<file path="src/rtl/uart_rx_cfg.sv">
// Parameterised UART receiver: 2-flop synchroniser, mid-bit sampling FSM,
// optional parity and 1/2 stop bits, single-word holding register with overrun flag.
module uart_rx_cfg #(
    parameter int CLKS_PER_BIT = 10416,
    parameter int DATA_BITS    = 8,
    parameter int PARITY       = 0,
    parameter int STOP_BITS    = 1
) (
    input  logic                 clk,
    input  logic                 rst_n,
    input  logic                 srl_in,
    output logic [DATA_BITS-1:0] data_out,
    output logic                 data_valid,
    input  logic                 data_ready,
    output logic                 parity_err,
    output logic                 frame_err,
    output logic                 overrun_err,
    output logic                 busy
);
    localparam int TW = $clog2(CLKS_PER_BIT) + 1;
    localparam logic [TW-1:0] HALF_M1  = TW'(CLKS_PER_BIT / 2 - 1);
    localparam logic [TW-1:0] FULL_M1  = TW'(CLKS_PER_BIT - 1);
    localparam logic [3:0]    LAST_BIT = 4'(DATA_BITS - 1);
    localparam logic          LAST_STP = 1'(STOP_BITS - 1);

    typedef enum logic [2:0] {
        S_IDLE, S_START, S_DATA, S_PARITY, S_STOP, S_WAIT_HIGH
    } state_t;

    state_t               r_state, w_state_nxt;
    logic [1:0]           r_sync;
    logic [TW-1:0]        r_timer;
    logic [3:0]           r_bitcnt;
    logic                 r_stopcnt;
    logic [DATA_BITS-1:0] r_shift;
    logic                 r_perr, r_ferr;
    logic [DATA_BITS-1:0] r_data_out;
    logic                 r_valid, r_perr_out, r_ferr_out, r_ovr;

    logic w_rx, w_hit, w_deliver, w_par_exp, w_ferr_fin;

    assign w_rx       = r_sync[1];
    assign w_par_exp  = (^r_shift) ^ (PARITY == 1);
    assign w_ferr_fin = r_ferr | ~w_rx;

    always_ff @(posedge clk or negedge rst_n) begin
        if (!rst_n) begin
            r_sync  <= 2'b11;
            r_state <= S_IDLE;
        end else begin
            r_sync  <= {r_sync[0], srl_in};
            r_state <= w_state_nxt;
        end
    end

    always_comb begin
        w_state_nxt = r_state;
        w_deliver   = 1'b0;
        w_hit       = (r_state == S_START) ? (r_timer == HALF_M1) : (r_timer == FULL_M1);
        case (r_state)
            S_IDLE:      if (!w_rx) w_state_nxt = S_START;
            S_START:     if (w_hit) w_state_nxt = w_rx ? S_IDLE : S_DATA;
            S_DATA:      if (w_hit && r_bitcnt == LAST_BIT)
                             w_state_nxt = (PARITY != 0) ? S_PARITY : S_STOP;
            S_PARITY:    if (w_hit) w_state_nxt = S_STOP;
            S_STOP: begin
                if (w_hit && r_stopcnt == LAST_STP) begin
                    w_deliver   = 1'b1;
                    w_state_nxt = w_rx ? S_IDLE : S_WAIT_HIGH;
                end
            end
            S_WAIT_HIGH: if (w_rx) w_state_nxt = S_IDLE;
            default:     w_state_nxt = S_IDLE;
        endcase
    end

    // Timer is held at zero outside a frame so START always begins from a clean count
    always_ff @(posedge clk or negedge rst_n) begin
        if (!rst_n) begin
            r_timer   <= '0;
            r_bitcnt  <= '0;
            r_stopcnt <= 1'b0;
            r_shift   <= '0;
            r_perr    <= 1'b0;
            r_ferr    <= 1'b0;
        end else begin
            if (r_state == S_IDLE || r_state == S_WAIT_HIGH || w_hit)
                r_timer <= '0;
            else
                r_timer <= r_timer + 1'b1;

            if (r_state == S_IDLE) begin
                r_bitcnt  <= '0;
                r_stopcnt <= 1'b0;
                r_perr    <= 1'b0;
                r_ferr    <= 1'b0;
            end

            if (w_hit) begin
                case (r_state)
                    S_DATA: begin
                        r_shift  <= {w_rx, r_shift[DATA_BITS-1:1]};
                        r_bitcnt <= r_bitcnt + 4'd1;
                    end
                    S_PARITY: r_perr <= w_rx ^ w_par_exp;
                    S_STOP: begin
                        r_ferr    <= w_ferr_fin;
                        r_stopcnt <= r_stopcnt + 1'b1;
                    end
                    default: ;
                endcase
            end
        end
    end

    // A held word is only replaced if the consumer takes it on the delivery edge
    always_ff @(posedge clk or negedge rst_n) begin
        if (!rst_n) begin
            r_data_out <= '0;
            r_valid    <= 1'b0;
            r_perr_out <= 1'b0;
            r_ferr_out <= 1'b0;
            r_ovr      <= 1'b0;
        end else begin
            r_ovr <= 1'b0;
            if (w_deliver) begin
                if (!r_valid || data_ready) begin
                    r_data_out <= r_shift;
                    r_perr_out <= r_perr;
                    r_ferr_out <= w_ferr_fin;
                    r_valid    <= 1'b1;
                end else begin
                    r_ovr <= 1'b1;
                end
            end else if (r_valid && data_ready) begin
                r_valid <= 1'b0;
            end
        end
    end

    assign data_out    = r_data_out;
    assign data_valid  = r_valid;
    assign parity_err  = r_perr_out;
    assign frame_err   = r_ferr_out;
    assign overrun_err = r_ovr;
    assign busy        = (r_state != S_IDLE);
endmodule
</file>
<file path="config.mk">
export PLATFORM = sky130hd
export DESIGN_NAME = uart_rx_cfg
export DESIGN_NICKNAME = d
export VERILOG_FILES = /design/src/rtl/uart_rx_cfg.sv
export SDC_FILE = /design/constraint.sdc
export NUM_CORES = 1
export LEC_CHECK = 0
export CORE_ASPECT_RATIO = 1.25
export CORE_MARGIN = 4
export CORE_UTILIZATION = 55
export CTS_BUF_LIST = sky130_fd_sc_hd__clkbuf_4
export CTS_CLUSTER_SIZE = 12
export DETAILED_ROUTE_END_ITERATION = 8
export HOLD_SLACK_MARGIN = 0.12
export PLACE_DENSITY = 0.79
export SLEW_MARGIN = 20
export SYNTH_ARGS = -nofsm -noshare
export SYNTH_HDL_FRONTEND = slang
export SYNTH_SLANG_ARGS = --single-unit
</file>
<file path="constraint.sdc">
create_clock -name clk -period 2.9 [get_ports clk]
set_input_delay 0.58 -clock clk [delete_from_list [all_inputs] [get_ports clk]]
set_output_delay 0.58 -clock clk [all_outputs]
set_load 0.01 [all_outputs]
</file>
# Word level (Yosys, flattened, before mapping)
# Cells that the tools add are included.
[word_totals]
register_bits = 47
latch_bits = 0
ram_bits = 0
rom_bits = 0
out_inout_bits = 13
n_memories = 0
[op_classes]
addsub = 3
mul = 0
div = 0
magnitude_cmp = 0
n_eq_ne = 15
shift = 0
n_mux = 30
bitwise_logic = 4
reduce_logical = 15
[op_table]
columns = ["cell", "n"]
rows = [
  ["two-way mux 3 bit", 7],
  ["case mux 3 bit (6 select lines)", 1],
  ["two-way mux 1 bit", 17],
  ["adder 15 x 1 -> 15 bit, second input constant", 1],
  ["== test 15 x 13 -> 1 bit, second input constant", 1],
  ["== test 15 x 14 -> 1 bit, second input constant", 1],
  ["two-way mux 15 bit", 1],
  ["two-way mux 4 bit", 3],
  ["inequality test 2 bit, second input constant", 6],
  ["XOR reduction 8 bit", 1],
  ["== test 3 x 2 -> 1 bit, second input constant", 2],
  ["== test 3 bit, second input constant", 2],
  ["AND reduction 2 bit", 3],
  ["AND reduction 6 bit", 1],
  ["adder 4 x 1 -> 4 bit, second input constant", 1],
  ["== test 4 x 3 -> 1 bit, second input constant", 1],
  ["== test 3 x 1 -> 1 bit, second input constant", 1],
  ["logical AND 1 bit", 3],
  ["logical NOT 3 bit", 1],
  ["logical OR 1 bit", 3],
  ["nonzero test 3 bit", 1],
  ["two-way mux 2 bit", 1],
  ["inequality test 2 x 1 -> 1 bit, second input constant", 1],
  ["NOT 1 bit", 2],
  ["other kinds (5)", 5],
]

# Longest topological paths before layout
# Gate-level depths: netlist (run 1).
[logic_depth]
depth_word = 7
mapped_depth = 7
depth_no_buf = 6

# Worst setup path after synthesis (run 1)
# OpenSTA, ideal clock, no wires.
[synth_timing]
kind = "register -> register"
start = "register r_timer[13]"
end = "register r_data_out[0], in the netlist data_out[0]"
arrival_ns = 1.891
t_required_ns = 2.775
path_slack_ns = 0.885
stages_incl_launch_ff = 6
path_buffers = 0
period_less_slack_ns = 2.015
cell_sequence = "dfrtp_1 -> a211o_1 -> nor3_2 -> o21ai_4 -> nor3_4 -> mux2_2"
[synth_via]
elab_chain_cells = 6
elab_cells_between_ends = 7
cone_classes = "eq/ne (2); mux (3); reduce/logical (2)"
[synth_lines]
columns = ["element", "line", "source"]
rows = [
  ["start: declaration", "32", "logic [TW-1:0] r_timer;"],
  ["start signal: assignment", "90", "r_timer <= r_timer + 1'b1;"],
  ["== test 15 x 14 -> 1 bit / == test 15 x 13 -> 1 bit (equally long branches)", "59", "w_hit = (r_state == S_START) ? (r_timer == HALF_M1) : (r_timer == FULL_M1);"],
  ["two-way mux 1 bit (*)", "59", ""],
  ["logical AND 1 bit (*)", "67", "if (w_hit && r_stopcnt == LAST_STP) begin"],
  ["two-way mux 1 bit (*)", "67", ""],
  ["two-way mux 1 bit (*)", "60", "case (r_state)"],
  ["AND reduction 2 bit (no line) (*)", "-", ""],
  ["end signal: assignment", "128", "r_data_out <= r_shift;"],
  ["end: declaration", "37", "logic [DATA_BITS-1:0] r_data_out;"],
]
# Mark *: on every way between the ends. The rest lies on a longest branch, timed or not.
# A chain may end at the register's enable or synchronous reset.

# Final worst setup path (run 1)
[layout_timing]
start = "register r_state[0]"
end = "output port busy"
[layout_via]
elab_chain_cells = 1
[layout_lines]
columns = ["element", "line", "source"]
rows = [
  ["start: declaration", "30", "state_t r_state, w_state_nxt;"],
  ["start signal: assignment", "52", "r_state <= w_state_nxt;"],
  ["nonzero test 3 bit", "146", "assign busy = (r_state != S_IDLE);"],
  ["end: declaration", "18", "output logic busy"],
]
# Every way passes these cells.

==> metrics.yaml, run 1 <==
global_route:
  grt_max_degree: 48
  grt.total_usage_pct: 17.6
  grt_pass1_wl_mm: 6.96
  overflow: 0
  grt_pass1_vias: 1535
  antenna_found_initial: 0
clock_network:
  cts_buffers: 5
  root_buffer: "clkbuf_4"
  clock_latency_ps: 370
  clk_pin_slew_worst_paths_ps: 140
  cts_resized: 0
  cts_tree: "done"
  cts-hold-fix-buffers: 0
  clk_path_buf_depth: 2
  postCtsSetupBuffers: 0
  cts.sinks: 47
  htree_levels: 2
sta:
  finalHoldViolations: 0
  fin_worst_skew_ps: 17.6
  fmax_mhz: 386
  report.final.slew_viol_count: 0
  tns_ps: 0
  relSlewSlack_pct: 32.4
  setup_viol: 0
  fin_crit_ps: 2590
  final_min_period_over_clock_period_pct: 89.3
  rsz0062_at_grt: "no"
  worst_pin_slew_ps: 1010
route:
  ant_nets: 0
  via_count: 1476
  firstDrtPassIters: 4
  avgRoutedWirePerCell_um: 15.1
  drc: 0
  viasPerCell: 5.61
  drt_iter0_markers: 95
  drt_wl_total_mm: 3.96
logic_synthesis:
  postSynthCellCount: 189
  ys_seq_area_share_pct: 54.0
  ys_async_sr_fraction_pct: 100
  synth_edf_count: 0
  yosys.area.top_type: "dfrtp_1"
  syn_area_sq_um: 2180
  synthFlopType: "dfrtp_1"
  synth_xor_area_share_pct: 9.05
  synth_fa_ha_area_share_pct: 1.15
  muxShareOfSynthArea_pct: 9.28
  synth_top_family_by_area: "simple AND/OR/NAND/NOR gates"
  synth-compound-area-share_pct: 7.97
  avgSynthCellArea_sq_um: 11.6
  netlist.area_leader.share_pct: 51.6
  synth_nets: 195
  synth-simple-area-share_pct: 16.7
  synth_warnings: 0
  synthTopCellsByArea: "dfrtp_1 (52%), mux2_2 (9.3%), xor2_1 (4.8%), nor2_1 (4.1%), xnor2_1 (3.2%)"
  ys_seq_elements: 47
  synth_cell_types: 44
layout:
  regArea_sq_um: 1180
  diodes: 0
  final_nets: 214
  multiInputGateArea_sq_um: 965
  fill_cells: 323
  area_growth_pct: 12.0
  layout-drive-gt1-share_pct: 16.7
power:
  vdd_drop_max_mv: 0.248
  p_leak_uw: 0.00112
  p_per_area_nw_per_um2: 401
  p_total_uw: 980
placed_design:
  dpl.hpwl_mm: 2.84
  io_buffer_count: 16
  gp_congestion: 0.810
critical_path:
  regToRegEndpoint: "data_out[5]"
  reg2reg_from: "r_state[0]"
  end_kind: "primary output"
  reg2reg_setup_slack_ps: 620
  cp-start-kind: "flip-flop"
  cp.required_ps: 2320
  reg2reg_depth: 5
  crit_arrival_ps: 2010
  critPathMaxFanout: 9
  crit_type: "reg2out"
floorplan:
  die_h_um: 78.4
  fp.dieW_um: 64.4
  ios: 17
  core_sq_um: 3820
  row_count: 25
  die-area_sq_um: 5050
  start_util_pct: 57.2
outcome:
  outcome: "finished, final reports clean"
flow_run:
  drv_cap: 0
min_path:
  hp-class: "in2async"
[worst max-delay path, stage by stage, from the launching register on]
cell             delay [ps]
dfrtp_1                 510
nor2_1                  380
nand2_1                 220
clkdlybuf4s50_1         530
[where the power goes]
group          total [uW]  internal (uW)  leakage [uW]  switching (uW)
clock network         302           93.2     0.0000288             209
registers             660            658      0.000635            1.72
logic                18.8           4.97      0.000453            13.8
total                 980            756       0.00112             224
[flip-flops by register name (all words and copies together), names as in the netlist]
| register | flops |
|---|---|
| parity_err | 1 |
| r_stopcnt | 1 |
| r_state | 3 |
| overrun_err | 1 |
| data_valid | 1 |
| r_timer | 15 |
| r_sync | 2 |
| data_out | 8 |
| r_shift | 8 |
| r_perr | 1 |
| frame_err | 1 |
| r_bitcnt | 4 |
| r_ferr | 1 |
[kinds of logic after synthesis]
family          Yosys count
compound gates           24
xor+xnor                 21
fa+ha+maj                 2
buf+inv                   9
flops                    47
mux                      18
simple gates             68
[Yosys cell counts, drive strengths merged, types with 2 or more instances]
library cell  count
ha                2
a21oi             4
and3              2
nand3             7
nor2             24
o31ai             2
dfrtp            45
nor4bb            2
nand2b            5
nand4             5
o211ai            3
buf               3
dfstp             2
xor2             12
mux2             18
nand2            11
o22ai             2
inv               5
nor3              4
o21ai             6
and2              2
xnor2             8
[cells in the final DEF, fill, tap and decap left out, types with 2 or more instances in the layout]
master / Yosys / final
a21oi_1: 4 / 4
and2_1: 2 / 2
clkbuf_4: 0 / 5
clkdlybuf4s50_1: 0 / 15
dfrtp_1: 45 / 45
dfstp_2: 2 / 2
ha_1: 2 / 2
inv_1: 5 / 5
mux2_2: 18 / 18
nand2_1: 11 / 11
nand2b_1: 5 / 5
nand3_1: 7 / 7
nand4_1: 5 / 5
nor2_1: 24 / 24
nor3_2: 2 / 2
nor4bb_1: 2 / 2
o211ai_1: 2 / 2
o21ai_0: 4 / 4
o22ai_1: 2 / 2
o31ai_1: 2 / 2
xnor2_1: 8 / 8
xor2_1: 12 / 12
[metal layers]
metal	vias to the layer above	GRT usage, %	share of wire [%]
met4	0	6.55	1.5
met2	43	31.7	55
li1	701	-	-
met1	727	20.0	39
met3	5	3.86	4.8
met5	-	0	0
[how the worst max path moves through the flow]
stage / startpoint / to / slack (ps) / cells past startpoint
2_1_floorplan: r_timer[13] / data_out[0] / 880 / 5
6_report: r_state[0] / busy / 310 / 3
5_1_grt: r_state[0] / busy / 200 / 3
3_5_place_dp: r_state[0] / data_out[5] / 630 / 5
4_1_cts: r_state[0] / busy / 310 / 3
3_3_place_gp: data_ready / data_out[6] / 710 / 5
[metrics by stage]
stage	setup slack (ps)	utilization, %	hold slack, ps	std cells	instance area [sq um]
after floorplan	885	-	284	189	2180
after global placement	712	62.5	347	255	2380
after detailed placement	632	62.5	347	255	2380
after CTS	310	64.0	367	263	2440
after global routing	202	64.1	218	263	2440
final	309	64.1	182	263	2440
[cell type report]
class / instances / area share [%]
flip-flops and latches: 47 / 48.2
multi-input cells: 133 / 39.5
repair buffers: 16 / 6.45
well taps: 54 / 2.76
clock buffers: 5 / 1.54
clock inverters: 3 / 0.819
inverters: 5 / 0.768
Note: power is estimated with default switching activity, not from simulation.
==> inputs of run 2 (changes only) <==
- REMOVE_ABC_BUFFERS: unset -> 1
- SETUP_SLACK_MARGIN: unset -> 0.15
==> run 2 against run 1 <==
Net effect: sequential cell count is the same; fmax grew 2.7%; register-to-register slack got worse by 20 ps; sequential power about the same; non-clock buffer count unchanged; cell count unchanged; clock skew fell by 8.7 ps; clock power increased by 61%; sequential share of layout area shrank 0.92 points; cell area is 1.9% higher; largest cell class unchanged; highest routed layer unchanged.
==> metrics.yaml, run 2 (synthesis results as in run 1) <==
global_route:
  overflow: 0  # unchanged
  grt_max_degree: 48  # unchanged
  grt.total_usage_pct: 16.4  # was 17.6%
  grt_pass1_vias: 1419  # was 1,535
  grt_pass1_wl_mm: 6.41  # was 6.96 mm
  antenna_found_initial: 0  # unchanged
floorplan:
  fp.dieW_um: 64.4  # unchanged
  start_util_pct: 57.2  # unchanged
  core_sq_um: 3820  # unchanged
  ios: 17  # unchanged
  row_count: 25  # unchanged
  die_h_um: 78.4  # unchanged
  die-area_sq_um: 5050  # unchanged
sta:
  fin_worst_skew_ps: 8.84  # was 17.6 ps
  report.final.slew_viol_count: 0  # unchanged
  rsz0062_at_grt: "no"  # unchanged
  worst_pin_slew_ps: 1010  # about the same
  setup_viol: 0  # unchanged
  finalHoldViolations: 0  # unchanged
  fmax_mhz: 396  # was 386 MHz
  relSlewSlack_pct: 32.1  # was 32.4%
  tns_ps: 0  # unchanged
  fin_crit_ps: 2520  # was 2590 ps
  final_min_period_over_clock_period_pct: 87.0  # was 89.3%
clock_network:
  root_buffer: "clkbuf_4"  # unchanged
  cts_tree: "done"  # unchanged
  postCtsSetupBuffers: 0  # unchanged
  cts-hold-fix-buffers: 0  # unchanged
  clk_pin_slew_worst_paths_ps: 140  # about the same
  cts_resized: 0  # unchanged
  htree_levels: 2  # unchanged
  cts_buffers: 5  # unchanged
  cts.sinks: 47  # unchanged
  clock_latency_ps: 370  # about the same
  clk_path_buf_depth: 2  # unchanged
layout:
  top_register: "r_timer"  # unchanged
  final_common_cell: "dfrtp_1"  # unchanged
  largest_reg_flops: 15  # unchanged
  stdcell_count: 263  # unchanged
  fill_cells: 319  # was 323
  diodes: 0  # unchanged
  area_growth_pct: 14.2  # was 12.0%
  final_nets: 214  # unchanged
  mostFrequentLayoutCells: "dfrtp_1 (45), nor2_1 (24), mux2_2 (18), clkdlybuf4s50_1 (15), xor2_1 (12)"  # unchanged
  layout-drive-gt1-share_pct: 17.2  # was 16.7%
route:
  wl_met2_mm: 1.99  # was 2.16 mm
  via_count: 1449  # was 1,476
  viasPerCell: 5.51  # was 5.61
  drc: 0  # unchanged
  dr.max_layer_used: "met4"  # unchanged
  wl_met1_mm: 1.62  # was 1.55 mm
  drt_iter0_markers: 74  # was 95
  dr_wl_met3_um: 138  # was 189 um
  ant_nets: 0  # unchanged
  drt_wl_total_mm: 3.81  # was 3.96 mm
  firstDrtPassIters: 4  # unchanged
  avgRoutedWirePerCell_um: 14.5  # was 15.1 um
critical_path:
  path_cells: "nor2_1, nand2_1, clkdlybuf4s50_1"  # unchanged
  cp_slowest_cell: "clkdlybuf4s50_1"  # unchanged
  cp.required_ps: 2320  # about the same
  crit_type: "reg2out"  # unchanged
  cp-start-kind: "flip-flop"  # unchanged
  end_kind: "primary output"  # unchanged
  crit_arrival_ps: 1940  # was 2010 ps
  critPathMaxFanout: 9  # unchanged
  slowest_delay_ps: 520  # was 530 ps
placed_design:
  dpl.hpwl_mm: 2.67  # was 2.84 mm
  dp.cells: 255  # unchanged
  gp_congestion: 0.844  # was 0.810
  io_buffer_count: 16  # unchanged
power:
  vdd_drop_max_mv: 0.307  # was 0.248 mV
  p_leak_uw: 0.00114  # was 0.00112 uW
  p_per_area_nw_per_um2: 468  # was 401 nW/um^2
min_path:
  hp-class: "in2async"  # unchanged
flow_run:
  drv_cap: 0  # unchanged
outcome:
  outcome: "finished, final reports clean"  # unchanged
## run 2: changes by cell type in the layout (fill, tap and decap cells not counted), sizes merged
cell / before / now
bufinv: 0 / 2
clkinv: 2 / 0
clkbuf: 5 / 6
clkinvlp: 1 / 0
## run 2: worst paths after layout
kind / start / end / slack [ps] / cells after the start
setup / recovery: r_state[0] / busy / 380 / 3
hold / removal: rst_n / data_out[0] / 200 / 1
setup reg to reg: r_state[0] / data_out[7] / 600 / 5
hold reg to reg: r_sync[0] / r_sync[1] / 370 / 0
max in group asynchronous: rst_n / r_timer[5] / 2310 / 1
min in group clk: r_sync[0] / r_sync[1] / 370 / 0
## run 2: area by class of cell
class | instances | area, sq um | area share [%]
clock buffers | 6 | 45.0 | 1.81
clock inverters | 2 | 60.1 | 2.41
inverters | 5 | 18.8 | 0.753
multi-input cells | 133 | 965 | 38.7
flip-flops and latches | 47 | 1180 | 47.3
well taps | 54 | 67.6 | 2.71
repair buffers | 16 | 158 | 6.33
## run 2: report_power, final
| group | switching [uW] | leakage [uW] | internal [uW] |
|---|---|---|---|
| Sequential | 1.69 | 0.000635 | 658 |
| Combinational | 13.9 | 0.000453 | 4.97 |
| Clock | 209 | 0.0000559 | 278 |
## run 2: metal layers
layer,track usage [%],vias up
met5,0,-
met4,6.98,0
met3,4.43,7
met2,28.7,28
met1,18.8,712
li1,-,702
## run 2: worst max-delay path, delay by kind of cell (launching register included)
family,cells,cell delay [ps]
flops,1,510
buf+inv,1,520
simple gates,2,550
## run 2: through the flow
stage | total power, uW | hold slack [ps] | util [%] | setup slack, ps | area (sq um)
final | 1170 | 195 | 65.3 | 377 | 2490
after global routing | 1210 | 207 | 65.3 | 250 | 2490
after CTS | 1170 | 368 | 65.2 | 356 | 2490
after detailed placement | 691 | 350 | 62.5 | 581 | 2380
after global placement | 690 | 346 | 62.5 | 713 | 2380
after floorplan | 674 | 284 | - | 885 | 2160
